==> config.mk <==
export PLATFORM = sky130hd
export DESIGN_NAME = fifo_sync_param
export DESIGN_NICKNAME = d
export VERILOG_FILES = /design/src/rtl/fifo_pkg.sv /design/src/rtl/fifo_mod_counter.sv /design/src/rtl/fifo_sync_param.sv
export SDC_FILE = /design/constraint.sdc
export NUM_CORES = 1
export LEC_CHECK = 0
export CORE_MARGIN = 8
export CORE_UTILIZATION = 60
export CTS_BUF_LIST = sky130_fd_sc_hd__clkbuf_4
export CTS_CLUSTER_SIZE = 12
export DETAILED_ROUTE_END_ITERATION = 6
export PLACE_DENSITY = 0.83
export RECOVER_POWER = 25
export SLEW_MARGIN = 20
export SYNTH_ARGS = -nofsm -noshare
export SYNTH_HDL_FRONTEND = slang
export SYNTH_SLANG_ARGS = --single-unit
==> constraint.sdc <==
create_clock -name clk -period 4.6 [get_ports clk]
set_input_delay 1.15 -clock clk [delete_from_list [all_inputs] [get_ports clk]]
set_output_delay 1.15 -clock clk [all_outputs]
set_load 0.05 [all_outputs]
==> src/rtl/fifo_pkg.sv <==
// Shared types and sizing helpers for the parametrised synchronous FIFO.
package fifo_pkg;

    typedef enum logic {
        FIFO_STD  = 1'b0,
        FIFO_FWFT = 1'b1
    } fifo_read_mode_e;

    function automatic int fifo_level_width(input int depth);
        return $clog2(depth + 1);
    endfunction

    // Keeps pointers at least one bit wide even for degenerate moduli.
    function automatic int fifo_ptr_width(input int depth);
        return (depth > 1) ? $clog2(depth) : 1;
    endfunction

endpackage

==> src/rtl/fifo_mod_counter.sv <==
// Modulo-N up-counter with explicit wrap, used for the FIFO read and write pointers.
module fifo_mod_counter
    import fifo_pkg::*;
#(
    parameter  int MODULUS = 8,
    localparam int W       = fifo_ptr_width(MODULUS)
) (
    input  logic         clk,
    input  logic         reset,
    input  logic         clear,
    input  logic         inc,
    output logic [W-1:0] value
);

    localparam logic [W-1:0] LAST = W'(MODULUS - 1);

    logic [W-1:0] value_q;
    logic [W-1:0] value_d;

    // Wrap is explicit so non-power-of-two moduli never reach unused slots.
    always_comb begin
        value_d = value_q;
        if (clear) begin
            value_d = '0;
        end else if (inc) begin
            value_d = (value_q == LAST) ? '0 : value_q + 1'b1;
        end
    end

    always_ff @(posedge clk) begin
        if (reset) begin
            value_q <= '0;
        end else begin
            value_q <= value_d;
        end
    end

    assign value = value_q;

endmodule

==> src/rtl/fifo_sync_param.sv <==
// Synchronous FIFO with arbitrary depth, standard or fall-through read,
// programmable almost-full/almost-empty thresholds and synchronous flush.
module fifo_sync_param
    import fifo_pkg::*;
#(
    parameter  int              DATA_WIDTH  = 16,
    parameter  int              DEPTH       = 8,
    parameter  fifo_read_mode_e READ_MODE   = FIFO_STD,
    localparam int              LEVEL_WIDTH = fifo_level_width(DEPTH)
) (
    input  logic                   clk,
    input  logic                   reset,
    input  logic                   flush,
    input  logic                   write_enable,
    input  logic [DATA_WIDTH-1:0]  data_input,
    input  logic                   read_enable,
    output logic [DATA_WIDTH-1:0]  data_output,
    output logic                   read_valid,
    output logic                   write_acknowledge,
    output logic                   overflow_flag,
    output logic                   underflow_flag,
    input  logic [LEVEL_WIDTH-1:0] almost_full_threshold,
    input  logic [LEVEL_WIDTH-1:0] almost_empty_threshold,
    output logic [LEVEL_WIDTH-1:0] level,
    output logic                   full_flag,
    output logic                   empty_flag,
    output logic                   almost_full_flag,
    output logic                   almost_empty_flag
);

    localparam int                     PTR_W   = fifo_ptr_width(DEPTH);
    localparam logic [LEVEL_WIDTH-1:0] DEPTH_L = LEVEL_WIDTH'(DEPTH);

    logic [DATA_WIDTH-1:0]  mem_q [DEPTH];
    logic [PTR_W-1:0]       wptr;
    logic [PTR_W-1:0]       rptr;
    logic [LEVEL_WIDTH-1:0] level_q;
    logic [LEVEL_WIDTH-1:0] level_d;
    logic                   wr_acc;
    logic                   rd_acc;
    logic                   wr_rej;
    logic                   rd_rej;
    logic                   ack_q;
    logic                   ovf_q;
    logic                   udf_q;
    logic [DATA_WIDTH-1:0]  head;

    // A full FIFO still takes a write when a read frees a slot in the same cycle;
    // an empty FIFO never forwards a same-cycle write to the reader.
    always_comb begin
        rd_acc = !flush && read_enable && (level_q != '0);
        wr_acc = !flush && write_enable && ((level_q != DEPTH_L) || rd_acc);
        wr_rej = !flush && write_enable && !wr_acc;
        rd_rej = !flush && read_enable && (level_q == '0);
    end

    always_comb begin
        level_d = level_q;
        if (flush) begin
            level_d = '0;
        end else begin
            case ({wr_acc, rd_acc})
                2'b10:   level_d = level_q + 1'b1;
                2'b01:   level_d = level_q - 1'b1;
                default: level_d = level_q;
            endcase
        end
    end

    fifo_mod_counter #(.MODULUS(DEPTH)) u_wptr (
        .clk   (clk),
        .reset (reset),
        .clear (flush),
        .inc   (wr_acc),
        .value (wptr)
    );

    fifo_mod_counter #(.MODULUS(DEPTH)) u_rptr (
        .clk   (clk),
        .reset (reset),
        .clear (flush),
        .inc   (rd_acc),
        .value (rptr)
    );

    // Storage carries no reset; only the pointers define valid contents.
    always_ff @(posedge clk) begin
        if (wr_acc && !reset) begin
            mem_q[wptr] <= data_input;
        end
    end

    assign head = mem_q[rptr];

    always_ff @(posedge clk) begin
        if (reset) begin
            level_q <= '0;
            ack_q   <= 1'b0;
            ovf_q   <= 1'b0;
            udf_q   <= 1'b0;
        end else begin
            level_q <= level_d;
            ack_q   <= wr_acc;
            ovf_q   <= wr_rej;
            udf_q   <= rd_rej;
        end
    end

    generate
        if (READ_MODE == FIFO_STD) begin : g_std
            logic [DATA_WIDTH-1:0] dout_q;
            logic [DATA_WIDTH-1:0] dout_d;
            logic                  rvalid_q;

            always_comb begin
                dout_d = rd_acc ? head : dout_q;
            end

            always_ff @(posedge clk) begin
                if (reset) begin
                    dout_q   <= '0;
                    rvalid_q <= 1'b0;
                end else begin
                    dout_q   <= dout_d;
                    rvalid_q <= rd_acc;
                end
            end

            assign data_output = dout_q;
            assign read_valid  = rvalid_q;
        end else begin : g_fwft
            logic [DATA_WIDTH-1:0] dout_q;
            logic [DATA_WIDTH-1:0] dout_d;

            // While empty the last presented word is held, so flush keeps the
            // output stable and reset forces it to zero.
            always_comb begin
                dout_d = (level_q != '0) ? head : dout_q;
            end

            always_ff @(posedge clk) begin
                if (reset) begin
                    dout_q <= '0;
                end else begin
                    dout_q <= dout_d;
                end
            end

            assign data_output = dout_d;
            assign read_valid  = (level_q != '0);
        end
    endgenerate

    assign level             = level_q;
    assign write_acknowledge = ack_q;
    assign overflow_flag     = ovf_q;
    assign underflow_flag    = udf_q;
    assign full_flag         = (level_q == DEPTH_L);
    assign empty_flag        = (level_q == '0);
    assign almost_full_flag  = (level_q >= almost_full_threshold);
    assign almost_empty_flag = (level_q <= almost_empty_threshold);

`ifdef ENABLE_ASSERTIONS
    a_level_bound: assert property (@(posedge clk) disable iff (reset)
        level_q <= DEPTH_L);

    a_flag_consistency: assert property (@(posedge clk) disable iff (reset)
        !(full_flag && empty_flag) && (empty_flag == (level_q == '0))
        && (full_flag == (level_q == DEPTH_L)));

    a_ack_ovf_exclusive: assert property (@(posedge clk) disable iff (reset)
        !(write_acknowledge && overflow_flag));
`endif

endmodule

==> results.sh <==
export IMPL_clockRootBuffer="clkbuf_4"
export IMPL_crit_fanout=1
export IMPL_synth_area_leaders="edfxtp_1 60%, mux4_2 11%, dfxtp_1 9.3%"
export IMPL_cts_resized_gates=0
export IMPL_setup_viol=0
export IMPL_gr_usage_all_layers_pct=18.1
export IMPL_ir_drop_mv=0.201
export IMPL_crit_path_end_kind="output pin"
export IMPL_outcome="complete, no violations"
export IMPL_grt_antenna_before_repair=1
export IMPL_post_drt_wl_per_cell_um=21.0
export IMPL_slew_violations=0
export IMPL_finClkSkew_ns=0.0213
export IMPL_grt_start_max_net_pins=35
export IMPL_cts_sinks=158
export IMPL_power_mw=2.63
export IMPL_max_stage_delay_ns=0.69
export IMPL_die_w_um=120
export IMPL_cts_tree="done"
export IMPL_worst_pin_slew_ns=0.901
export IMPL_layout_setup_ws_ns=0.268
export IMPL_wl_mm=12.2
export IMPL_synth_edf_count=128
export IMPL_arrival_ns=3.18
export IMPL_holdWs_ns=0.542
export IMPL_cap_viol_max_count=0
export IMPL_min_period_ns=4.33
export IMPL_dp_cells=549
export IMPL_cts_buffers=17
export IMPL_clock_path_buffers=2
export IMPL_drc=0
export IMPL_ant_nets=0
export IMPL_cp_required_ns=3.45
export IMPL_p_leak_nw=2.39
export IMPL_synth_most_common_cell="edfxtp_1"
export IMPL_layout_nets=472
export IMPL_synth_nets=402
export IMPL_ctsHoldBuffers=0
export IMPL_grt_first_pass_wirelength_mm=19.5
export IMPL_fin_cells=582
export IMPL_pre_cts_ws_ns=0.258
export IMPL_placementRows=38
export IMPL_rr_startpoint="level[3]"
export IMPL_final_fill_count=676
export IMPL_multi_input_area_um2=1860
export IMPL_dp_hpwl_mm=7.75
export IMPL_ys_types=45
export IMPL_io_pins=57
export IMPL_min_path_type="reg -> reg"
export IMPL_drt_first_pass_iters=4
export IMPL_fmax_mhz=231
export IMPL_worst_r2r_endpoint="level[3]"
export IMPL_ys_seq_elements=158
export IMPL_rrSetupSlack_ns=2.12
export IMPL_gp_congestion=0.734
export IMPL_dieHeight_um=120
export IMPL_timing_hold_violations_final=0
export IMPL_utilization_pct=70.2
export IMPL_clock_latency_ns=0.53
export IMPL_crit_end="almost_full_flag"
export IMPL_place_area_um2=7170
export IMPL_drive_above_1_share_pct=23.6
export IMPL_slew_headroom_pct=39.9
export IMPL_area_sequential_um2=4450
export IMPL_initial_core_util_pct=60.5
export IMPL_path_cells="clkdlybuf4s50_1, ha_1, nand2b_1, a21o_1, a21o_1, a21o_1, clkdlybuf4s50_1"
export IMPL_io_buffers=56
export IMPL_synth_yosys_seq_area_share_pct=68.9
export IMPL_setup_worst_path_start="almost_full_threshold[0]"
export IMPL_grt_overflow_total=0
export IMPL_grt_pass1_vias=3622
export IMPL_core_um2=10700
export IMPL_synth_warnings=0
export IMPL_fin_setup_tns_ns=0
export IMPL_area_delta_synth_final_pct=15.9
export IMPL_ys_flop_type="edfxtp_1"
export IMPL_p_per_area_nw_per_um2=351
export IMPL_clk_pin_slew_ns=0.12
export IMPL_critPathLaunchType="input port"
export IMPL_htreeDepth=4
export IMPL_synthTopCellsByCount="128 x edfxtp_1, 32 x mux4_2, 31 x nor2_1, 30 x dfxtp_1, 18 x mux2i_1"
export IMPL_rsz0062_at_grt="false"
export IMPL_syn_cell_area_um2=6450
export IMPL_worst_r2r_path_depth=9
export IMPL_fp_dieArea_um2=14300
export IMPL_min_period_over_period_pct=94.2
export IMPL_crit_type="in -> out"
export IMPL_avgSynthCellArea_um2=18.0
export IMPL_cpMostUsedCell="a21o_1"
export IMPL_synth_top_area_share_pct=59.6
export IMPL_synthArstFlopShare_pct=0
export IMPL_yosysTopAreaCell="edfxtp_1"
export IMPL_post_cts_buffers=0
export IMPL_num_vias=3367
export IMPL_critPathSlowestCell="clkdlybuf4s50_1"
export IMPL_design_area_um2=7470
export IMPL_synth_cells=358
export IMPL_drt_iter0_drc=255
export IMPL_viasPerCell=5.79
-- cell usage in the layout (no fill, tap or decap), types with 2 or more instances in the layout --
master | netlist | final
a211oi_2 | 16 | 16
a21oi_1 | 5 | 5
clkinv_4 | 0 | 4
nor2_1 | 31 | 31
clkinv_1 | 0 | 2
xnor2_1 | 3 | 3
dfxtp_1 | 30 | 28
dlygate4sd3_1 | 0 | 11
mux4_2 | 32 | 32
clkbuf_4 | 0 | 18
edfxtp_1 | 128 | 128
o21a_1 | 2 | 2
nor3_2 | 0 | 2
clkdlybuf4s50_1 | 0 | 44
buf_4 | 3 | 13
ha_1 | 14 | 14
dfxtp_2 | 0 | 2
nand2b_1 | 6 | 6
nand3b_1 | 2 | 2
nand3_1 | 3 | 3
mux2i_1 | 18 | 18
and2_1 | 2 | 2
a21o_1 | 3 | 3
nand2_1 | 9 | 9
a211oi_1 | 2 | 2
inv_1 | 11 | 11
o21ai_0 | 2 | 2
clkinvlp_4 | 0 | 3
bufinv_16 | 0 | 3
-- sequential cells by signal, summed over array words and instances, names as in the netlist --
register / count
read_valid: 1
underflow_flag: 1
level: 4
overflow_flag: 1
u_wptr.value: 3
mem_q: 128
data_output: 16
u_rptr.value: 3
write_acknowledge: 1
-- worst min path at each step --
stage                    start               to  slack (ns)  depth (start not counted)
2_1_floorplan  u_wptr.value[2]  u_wptr.value[2]        0.50                          2
3_3_place_gp    data_output[5]   data_output[5]        0.52                          2
3_5_place_dp    data_output[7]   data_output[7]        0.53                          2
4_1_cts         data_output[9]   data_output[9]        0.54                          2
5_1_grt         data_output[9]   data_output[9]        0.57                          2
6_report        data_output[4]   data_output[4]        0.54                          2
-- cell families after synthesis --
group                      share of synthesized area (%)
muxes                                               14.0
AOI/OAI and AO/OA                                   6.02
buffers and inverters                               2.50
and+or+nand+nor                                     5.12
xor gates and xnor gates                           0.408
adders and majority gates                           3.03
DFF                                                 68.9
-- power breakdown --
| group | switching (mW) | total, mW | leakage (nW) | internal [mW] |
|---|---|---|---|---|
| Sequential | 0.0139 | 1.57 | 1.40 | 1.56 |
| Combinational | 0.123 | 0.205 | 0.834 | 0.0823 |
| Clock | 0.466 | 0.849 | 0.154 | 0.383 |
-- per-layer routing --
metal / wire, um / GRT usage (%)
met5: 0 / 0
met4: 141 / 7.81
met3: 742 / 4.32
met2: 6680 / 31.9
met1: 4640 / 20.8
-- critical path: cells and delay by family --
| kind | cells | cell delay, ns |
|---|---|---|
| buffers and inverters | 2 | 1.09 |
| and+or+nand+nor | 1 | 0.14 |
| adders and majority gates | 1 | 0.28 |
| AOI/OAI and AO/OA | 3 | 0.51 |
-- area by class of cell --
type                            instances  area share, %
Multi-Input combinational cell        172           24.8
Clock buffer                           18           1.81
Clock inverter                         14           2.26
Sequential cell                       158           59.5
Tap cell                              140           2.34
Timing Repair Buffer                   68           8.67
Antenna cell                            1         0.0335
Inverter                               11          0.552
(Power assumes the default switching activity.)
